[config.mk]
export PLATFORM = sky130hd
export DESIGN_NAME = mdu_iter
export DESIGN_NICKNAME = d
export VERILOG_FILES = /design/src/rtl/mdu_iter.sv
export SDC_FILE = /design/constraint.sdc
export NUM_CORES = 1
export LEC_CHECK = 0
export CAP_MARGIN = 20
export CORE_MARGIN = 5
export CORE_UTILIZATION = 40
export CTS_BUF_LIST = sky130_fd_sc_hd__clkbuf_2
export DETAILED_ROUTE_END_ITERATION = 12
export SYNTH_ARGS = -nofsm -noshare
export SYNTH_HDL_FRONTEND = slang
export SYNTH_SLANG_ARGS = --single-unit
[constraint.sdc]
create_clock -name clk -period 6.9 [get_ports clk]
set_input_delay 1.38 -clock clk [delete_from_list [all_inputs] [get_ports clk]]
set_output_delay 1.38 -clock clk [all_outputs]
set_load 0.1 [all_outputs]
[src/rtl/mdu_iter.sv]
// mdu_iter: iterative RV32M multiply/divide unit.
//
// Takes one M-extension operation at a time and produces its result after a
// fixed number of cycles. Multiplies use shift-add (LSB of the multiplier
// first). Divides use restoring division (one quotient bit per cycle, MSB
// first). Both work on operand magnitudes, and the sign is fixed up in a
// final FIX cycle. A divide by zero and the signed-overflow divide are
// answered one edge after accept, without iterating.
//
// Handshakes: a transfer happens on a rising edge where valid && ready are
// both high. The producer holds its payload until then. in_ready is high
// only in IDLE. out_valid is high only in DONE, and out_result holds steady
// until out_ready is seen.
//
// Ports:
//   clk, rst_n          clock; asynchronous active-low reset
//   in_valid/in_ready   request handshake
//   in_op               RV32M funct3 (mul..remu)
//   in_a, in_b          rs1 / rs2 operands
//   flush               abandon the operation in flight
//   out_valid/out_ready result handshake
//   out_result          result word
//   busy                unit is not in IDLE
module mdu_iter #(
  parameter int XLEN = 32
) (
  input  logic            clk,
  input  logic            rst_n,
  input  logic            in_valid,
  output logic            in_ready,
  input  logic [2:0]      in_op,
  input  logic [XLEN-1:0] in_a,
  input  logic [XLEN-1:0] in_b,
  input  logic            flush,
  output logic            out_valid,
  input  logic            out_ready,
  output logic [XLEN-1:0] out_result,
  output logic            busy
);

  localparam int CW = $clog2(XLEN);

  localparam logic [1:0] S_IDLE = 2'd0;
  localparam logic [1:0] S_CALC = 2'd1;
  localparam logic [1:0] S_FIX  = 2'd2;
  localparam logic [1:0] S_DONE = 2'd3;

  localparam logic [XLEN-1:0] ALL_ONES = {XLEN{1'b1}};
  localparam logic [XLEN-1:0] INT_MIN  = {1'b1, {(XLEN-1){1'b0}}};

  logic [1:0]        state_q, state_d;
  logic [2:0]        op_q, op_d;
  logic [CW-1:0]     cnt_q, cnt_d;
  // Low half holds the multiplier or dividend and shifts out one bit per
  // cycle. The high half accumulates the product. For divides the low half
  // collects the quotient bits.
  logic [2*XLEN-1:0] acc_q, acc_d;
  logic [XLEN-1:0]   b_q, b_d;
  logic [XLEN:0]     rem_q, rem_d;
  logic              neg_res_q, neg_res_d;
  logic              neg_rem_q, neg_rem_d;
  logic [XLEN-1:0]   res_q, res_d;

  logic              accept;
  logic              a_signed, b_signed, sa, sb;
  logic [XLEN-1:0]   a_mag, b_mag;
  logic [XLEN:0]     mul_sum;
  logic [XLEN+1:0]   trial, diff;
  logic              qbit;
  logic [2*XLEN-1:0] prod;
  logic [XLEN-1:0]   quo, rmd;

  always_comb begin
    state_d   = state_q;
    op_d      = op_q;
    cnt_d     = cnt_q;
    acc_d     = acc_q;
    b_d       = b_q;
    rem_d     = rem_q;
    neg_res_d = neg_res_q;
    neg_rem_d = neg_rem_q;
    res_d     = res_q;

    // flush wins over a request arriving in the same cycle.
    accept = in_valid && (state_q == S_IDLE) && !flush;

    // Signedness by funct3. rs1 is signed for mul/mulh/mulhsu/div/rem.
    // rs2 is signed for mul/mulh/div/rem.
    a_signed = in_op[2] ? !in_op[0] : (in_op[1:0] != 2'b11);
    b_signed = in_op[2] ? !in_op[0] : !in_op[1];
    sa       = a_signed && in_a[XLEN-1];
    sb       = b_signed && in_b[XLEN-1];
    a_mag    = sa ? (~in_a + 1'b1) : in_a;
    b_mag    = sb ? (~in_b + 1'b1) : in_b;

    // One shift-add step. The carry out of the add lands in the top bit.
    mul_sum = {1'b0, acc_q[2*XLEN-1:XLEN]} + {1'b0, (acc_q[0] ? b_q : '0)};

    // One restoring-division step. A negative difference means the trial
    // remainder is kept and the quotient bit is 0.
    trial = {rem_q, acc_q[XLEN-1]};
    diff  = trial - {2'b00, b_q};
    qbit  = !diff[XLEN+1];

    prod = neg_res_q ? (~acc_q + 1'b1) : acc_q;
    quo  = neg_res_q ? (~acc_q[XLEN-1:0] + 1'b1) : acc_q[XLEN-1:0];
    rmd  = neg_rem_q ? (~rem_q[XLEN-1:0] + 1'b1) : rem_q[XLEN-1:0];

    case (state_q)
      S_IDLE: begin
        if (accept) begin
          op_d      = in_op;
          neg_res_d = sa ^ sb;
          neg_rem_d = sa;
          cnt_d     = CW'(XLEN - 1);
          acc_d     = {{XLEN{1'b0}}, a_mag};
          b_d       = b_mag;
          rem_d     = '0;
          if (in_op[2] && (in_b == '0)) begin
            res_d   = in_op[1] ? in_a : ALL_ONES;
            state_d = S_DONE;
          end else if (in_op[2] && !in_op[0] && (in_a == INT_MIN) && (in_b == ALL_ONES)) begin
            res_d   = in_op[1] ? '0 : INT_MIN;
            state_d = S_DONE;
          end else begin
            state_d = S_CALC;
          end
        end
      end
      S_CALC: begin
        if (flush) begin
          state_d = S_IDLE;
        end else begin
          if (op_q[2]) begin
            rem_d             = qbit ? diff[XLEN:0] : trial[XLEN:0];
            acc_d[XLEN-1:0]   = {acc_q[XLEN-2:0], qbit};
          end else begin
            acc_d = {mul_sum, acc_q[XLEN-1:1]};
          end
          cnt_d = cnt_q - 1'b1;
          if (cnt_q == '0) state_d = S_FIX;
        end
      end
      S_FIX: begin
        if (flush) begin
          state_d = S_IDLE;
        end else begin
          if (op_q[2])                res_d = op_q[1] ? rmd : quo;
          else if (op_q[1:0] == 2'b00) res_d = prod[XLEN-1:0];
          else                        res_d = prod[2*XLEN-1:XLEN];
          state_d = S_DONE;
        end
      end
      default: begin  // S_DONE
        if (flush || out_ready) state_d = S_IDLE;
      end
    endcase
  end

  always_ff @(posedge clk or negedge rst_n) begin
    if (!rst_n) begin
      state_q   <= S_IDLE;
      op_q      <= '0;
      cnt_q     <= '0;
      acc_q     <= '0;
      b_q       <= '0;
      rem_q     <= '0;
      neg_res_q <= 1'b0;
      neg_rem_q <= 1'b0;
      res_q     <= '0;
    end else begin
      state_q   <= state_d;
      op_q      <= op_d;
      cnt_q     <= cnt_d;
      acc_q     <= acc_d;
      b_q       <= b_d;
      rem_q     <= rem_d;
      neg_res_q <= neg_res_d;
      neg_rem_q <= neg_rem_d;
      res_q     <= res_d;
    end
  end

  assign in_ready   = (state_q == S_IDLE);
  assign busy       = (state_q != S_IDLE);
  assign out_valid  = (state_q == S_DONE);
  assign out_result = res_q;

endmodule
# Word level (Yosys, flattened, before mapping)

Index checks and enable logic that the tools add are counted.

Register bits: 173
Output and inout bits: 35
Bits of input ports: 72

Add/subtract/negate cells: 8
Reductions and logical operators: 27
Bitwise gates (word level): 6
Equality and inequality tests: 13
Muxes and demuxes: 39

Operator list:

| kind                    | count |
|---|---|
| $mux W32                | 16 |
| $mux W64                | 3 |
| $mux W33                | 4 |
| $add A32 B1 Y32 const B | 4 |
| $not A32 Y32            | 4 |
| $pmux W64 S2            | 1 |
| $pmux W33 S2            | 1 |
| $add A64 B1 Y64 const B | 1 |
| $eq A32 B32 Y1 const B  | 2 |
| $not A64 Y64            | 1 |
| $pmux W32 S2            | 1 |
| $sub A34 B32 Y34        | 1 |
| $add A32 B32 Y33        | 1 |
| $logic_not A32 Y1       | 1 |
| $mux W2                 | 7 |
| $reduce_and A4 Y1       | 3 |
| $mux W5                 | 2 |
| $ne A2 B2 Y1 const B    | 5 |
| $pmux W5 S2             | 1 |
| $logic_and A1 B1 Y1     | 8 |
| $pmux W2 S3             | 1 |
| $reduce_and A3 Y1       | 2 |
| $reduce_bool A2 Y1      | 3 |
| $logic_not A5 Y1        | 1 |
| other kinds (13)        | 19 |

# Depth between registers and ports, before layout

Word-level depth: 8
Mapped depth: 14
Mapped depth without buffers: 12

# Worst setup path before layout

Ideal clock, no wire load.

Kind: input -> register
Start point: input port in_b[14]
End point: register res_q[21], in the netlist out_result[21]
Data arrival time: 4284 ps
Path slack: 2534 ps
Library setup time: 82 ps
Stages on the path: 10
Required time: 6818 ps
Path through: or4_1 or4_1 nor4_1 nand3_1 o41ai_1 a21o_1 clkbuf_1 clkbuf_1 nor2_1 a31oi_1

Cells in the longest elaborated chain, start to end: 5

Ends and longest elaborated chain:

| item                 | RTL line | source |
|---|---|---|
| start, declared      | 33       | `input logic [XLEN-1:0] in_b,` |
| $logic_not A32 Y1    | 119      | `if (in_op[2] && (in_b == '0)) begin` |
| $logic_and A1 B1 Y1  | 119      |  |
| $mux W32             | 119      |  |
| $mux W32             | 111      | `if (accept) begin` |
| $pmux W32 S2         | 109      | `case (state_q)` |
| end signal, assigned | 180      | `res_q <= res_d;` |
| end, declared        | 62       | `logic [XLEN-1:0] res_q, res_d;` |

Several ways; a longest one is shown, not always the timed one. The select of a mux whose other input is x is not followed.
A chain may end at the register's enable or synchronous reset.

# Worst setup path in the final report

Start point: register state_q[0]
End point: output port busy

Cells in the longest elaborated chain, start to end: 1

Ends and longest elaborated chain:

| item                   | RTL line | source |
|---|---|---|
| start, declared        | 51       | `logic [1:0] state_q, state_d;` |
| start signal, assigned | 172      | `state_q <= state_d;` |
| $reduce_bool A2 Y1     | 185      | `assign busy = (state_q != S_IDLE);` |
| end, declared          | 38       | `output logic busy` |

Every way passes these cells.

==> reports/summary.txt <==
===========================================================================================
Area of the die ..............................................................   43,370 µm²
Final hold violations ........................................................            0
Number of standard cells in the final layout excluding fillers ...............        2,564
Pin count of the biggest net entering global routing .........................           97
Number of antenna violations at the first check in global routing ............            1
Data required time at the worst endpoint .....................................      5.52 ns
Share of total power consumed by net switching ...............................       0.5743
Internal Pwr Total ...........................................................     3.014 mW
Worst R2R Setup Slack ........................................................      2.52 ns
RSZ-0062 raised after global routing .........................................        false
Transition time at the pin with the least slew margin ........................     1.075 ns
DRC Markers ..................................................................            0
First-pass GRT wire length ...................................................    89,800 µm
Critical Path End Type .......................................................  output port
Number of vias in the routed layout ..........................................       15,720
Mean routed wirelength per cell ..............................................     22.95 µm
Startpoint-to-endpoint class of the critical path ............................ flop to output port
Dpl cells ....................................................................        2,530
Area growth, synth to finish .................................................       10.39%
Routed wire length ...........................................................    58,840 µm
Highest ir drop seen on vdd ..................................................    0.1927 mV
Switching component of the power .............................................     4.066 mW
DRT Pass-1 Iters .............................................................            6
Worst clock skew .............................................................   0.06007 ns
Total I/O pin count ..........................................................          107
Setup_tns ....................................................................         0 ns
Number of design-rule violations left by the first detailed-router iteration .        1,490
Total chip power .............................................................     7.080 mW
Chip Width ...................................................................     208.3 µm
Highest clock frequency the design can meet ..................................   0.2203 GHz
# hold bufs at CTS ...........................................................            0
Max cap viols ................................................................            0
Vias/cell ....................................................................        6.133
Fraction of registers with async set/reset ...................................        1.000
Fraction of final layout cells with drive strength greater than 1 ............      0.04550
Post-synth top flop .......................................................... sky130_fd_sc_hd__dfrtp_1
Post-CTS Resized .............................................................            0
All-layer global routing usage ...............................................       0.2621
Total nets after synthesis ...................................................        2,161
Standby leakage power ........................................................     7.366 nW
Part of the power in combinational logic .....................................        0.647
Fin. max-slew vios ...........................................................            0
Part of the Yosys area used for sequential elements ..........................       0.2753
Critical Path Source Type ....................................................         flop
Max-Slew Margin vs Limit .....................................................       0.2805
H-tree depth reported by CTS .................................................            4
Flops & latches, synth .......................................................          173
Final cycle utilization of the critical path .................................       0.6577
Mapped cell area .............................................................   15,720 µm²
Number of distinct standard cells referenced by the synthesized netlist ......           73
Global placer's final weighted congestion ....................................       0.9730
# Post-CTS Setup Buffers .....................................................            0
Clock tree sinks .............................................................          173
Latest clock arrival within the worst-skew pair ..............................      0.93 ns
Port-buffer cells ............................................................          106
Power density over cell area ................................................. 407.9 nW/µm²
Buffer depth of the longest clock path .......................................            2
Count of fill cells added during filler insertion ............................        3,956
Maximum fanout along the worst path ..........................................            7
Root Buffer .................................................................. sky130_fd_sc_hd__clkbuf_2
TritonCTS clock tree .........................................................         done
Outcome ......................................................................    completed
Area of the core region ......................................................   38,740 µm²
Arr. time, crit path .........................................................      3.16 ns
Final HPWL from detailed placement ...........................................    45,780 µm
Post-route antenna net violation count .......................................            0
Final #Nets ..................................................................        2,180
Number of standard cells after synthesis .....................................        2,012
Syn Area/Cell ................................................................    7.814 µm²
GR Overflow Total ............................................................            0
Power share of the sequential group ..........................................        0.268
TritonCTS buffer count .......................................................           17
Share of total power in the clock network ....................................        0.086
Clock transition at the registers of the reported paths ......................      0.30 ns
Number of synthesized flops with an enable pin ...............................            0
Via count of the first global-routing pass ...................................       14,600
Yosys warnings ...............................................................            0
Floorplan die height .........................................................     208.3 µm
Final-report setup violation count ...........................................            0
Min cycle time layout ........................................................     4.538 ns
Initial cell density of the core .............................................       0.4059
Number of placement rows .....................................................           72
HP Class ..................................................................... input pin to asynchronous set/reset pin
===========================================================================================
flip-flops by register name, summed over array words and instances, names as in the netlist:
name,cells
state_q,2
b_q,32
acc_q,64
neg_rem_q,1
out_result,32
rem_q,33
op_q,3
cnt_q,5
neg_res_q,1
path summary, 6_finish.rpt:
path	startpoint	end	cells after the start
min reg2reg	b_q[17]	b_q[17]	2
max in group asynchronous	rst_n	acc_q[63]	2
min	rst_n	out_result[7]	1
max reg2reg	acc_q[31]	rem_q[19]	11
min in group clk	b_q[17]	b_q[17]	2
max	state_q[0]	busy	4
synthesized netlist by cell type (6+ instances only):
library cell	number	area, µm²
sky130_fd_sc_hd__nor2b_1	9	56.30
sky130_fd_sc_hd__xnor2_1	97	849.6
sky130_fd_sc_hd__ha_1	75	938.4
sky130_fd_sc_hd__or3_1	35	219.0
sky130_fd_sc_hd__a21oi_1	107	535.5
sky130_fd_sc_hd__nor3_1	34	170.2
sky130_fd_sc_hd__and2_1	12	75.07
sky130_fd_sc_hd__a32o_1	8	80.08
sky130_fd_sc_hd__mux2i_1	47	470.5
sky130_fd_sc_hd__or4_1	39	292.8
sky130_fd_sc_hd__o211ai_1	22	165.2
sky130_fd_sc_hd__o21bai_1	7	52.55
sky130_fd_sc_hd__o31ai_1	53	397.9
sky130_fd_sc_hd__a22oi_1	8	60.06
sky130_fd_sc_hd__o21a_1	9	67.56
sky130_fd_sc_hd__inv_1	84	315.3
sky130_fd_sc_hd__xor2_1	89	779.5
sky130_fd_sc_hd__a221oi_1	9	78.83
sky130_fd_sc_hd__dfrtp_1	173	4329
sky130_fd_sc_hd__a31oi_1	29	181.4
sky130_fd_sc_hd__o41ai_1	31	271.5
sky130_fd_sc_hd__o2111ai_1	6	52.55
sky130_fd_sc_hd__nand3_1	37	185.2
sky130_fd_sc_hd__mux2_2	14	157.7
sky130_fd_sc_hd__nand2b_1	18	112.6
sky130_fd_sc_hd__a211o_1	6	52.55
sky130_fd_sc_hd__nand4_1	15	93.84
sky130_fd_sc_hd__o22ai_1	14	87.58
sky130_fd_sc_hd__nor4_1	16	100.1
sky130_fd_sc_hd__clkbuf_1	115	431.7
sky130_fd_sc_hd__nand2_1	226	848.3
sky130_fd_sc_hd__a32oi_1	10	87.58
sky130_fd_sc_hd__nor2_1	144	540.5
sky130_fd_sc_hd__o21ai_0	243	1216
sky130_fd_sc_hd__or2_2	15	93.84
sky130_fd_sc_hd__a211oi_1	16	120.1
sky130_fd_sc_hd__a21o_1	35	262.8
sky130_fd_sc_hd__and3_1	19	118.9
cell type report:
class	instances	area (µm²)	share of cell area
Timing Repair Buffer	126	1225	0.07057
Clock buffer	20	100.1	0.005767
Clock inverter	12	146.4	0.008434
Sequential cell	173	4332	0.2496
Tap cell	518	648.1	0.03734
Multi-Input combinational cell	1628	10580	0.6096
Inverter	85	319.1	0.01838
Antenna cell	2	5.005	0.0002884
power by group through the flow:
stage               clock [mW]  sequential, mW  combinational, mW
global placement             0            1.89               4.49
detailed placement           0            1.90               4.52
global route             0.658            1.95               4.91
finish                   0.606            1.90               4.58
floorplan                    0            2.29               2.73
CTS                      0.623            1.88               4.54
per-stage QoR:
stage	hold slack [ns]	util	setup WS (ns)	cell area, µm²
final	0.4492	0.4481	2.362	17360
after global routing	0.4397	0.4480	2.207	17350
after CTS	0.4300	0.4479	2.284	17350
after detailed placement	0.4705	0.4416	1.783	17110
after global placement	0.4622	0.4416	1.842	17110
after floorplan	0.4498	-	2.534	15720
cell usage in the layout (no fill, tap or decap), types with 20 or more instances in the layout:
cell type	n
sky130_fd_sc_hd__o21ai_0	243
sky130_fd_sc_hd__nand2_1	226
sky130_fd_sc_hd__dfrtp_1	171
sky130_fd_sc_hd__nor2_1	144
sky130_fd_sc_hd__a21oi_1	107
sky130_fd_sc_hd__clkdlybuf4s50_1	105
sky130_fd_sc_hd__xnor2_1	97
sky130_fd_sc_hd__xor2_1	89
sky130_fd_sc_hd__inv_1	84
sky130_fd_sc_hd__ha_1	74
sky130_fd_sc_hd__o31ai_1	53
sky130_fd_sc_hd__mux2i_1	47
sky130_fd_sc_hd__or4_1	39
sky130_fd_sc_hd__nand3_1	37
sky130_fd_sc_hd__a21o_1	35
sky130_fd_sc_hd__or3_1	35
sky130_fd_sc_hd__nor3_1	34
sky130_fd_sc_hd__o41ai_1	31
sky130_fd_sc_hd__a31oi_1	29
sky130_fd_sc_hd__o211ai_1	22
sky130_fd_sc_hd__clkbuf_2	20
logic make-up after synthesis:
family	share of synthesized area
fa+ha+maj	0.06223
flops	0.2753
compound gates	0.2676
simple gates	0.1994
mux	0.03995
buf+inv	0.05181
xor+xnor	0.1036
routing by layer:
| metal | vias to the layer above | share of wire | wire (µm) | global-route usage |
|---|---|---|---|---|
| li1 | 7422 | - | - | - |
| met1 | 7611 | 0.44 | 26150 | 0.3606 |
| met2 | 596 | 0.45 | 26490 | 0.4116 |
| met3 | 95 | 0.064 | 3790 | 0.04790 |
| met4 | 0 | 0.041 | 2400 | 0.09989 |
| met5 | - | 0 | 0 | 0 |
worst max-delay path, stage by stage, from the launching register on:
cell and delay [ns]:
sky130_fd_sc_hd__dfrtp_1 0.48, sky130_fd_sc_hd__inv_1 0.08, sky130_fd_sc_hd__ha_1 0.36, sky130_fd_sc_hd__inv_1 0.19
sky130_fd_sc_hd__clkdlybuf4s50_1 1.16
Note: power is estimated with default switching activity, not from simulation.
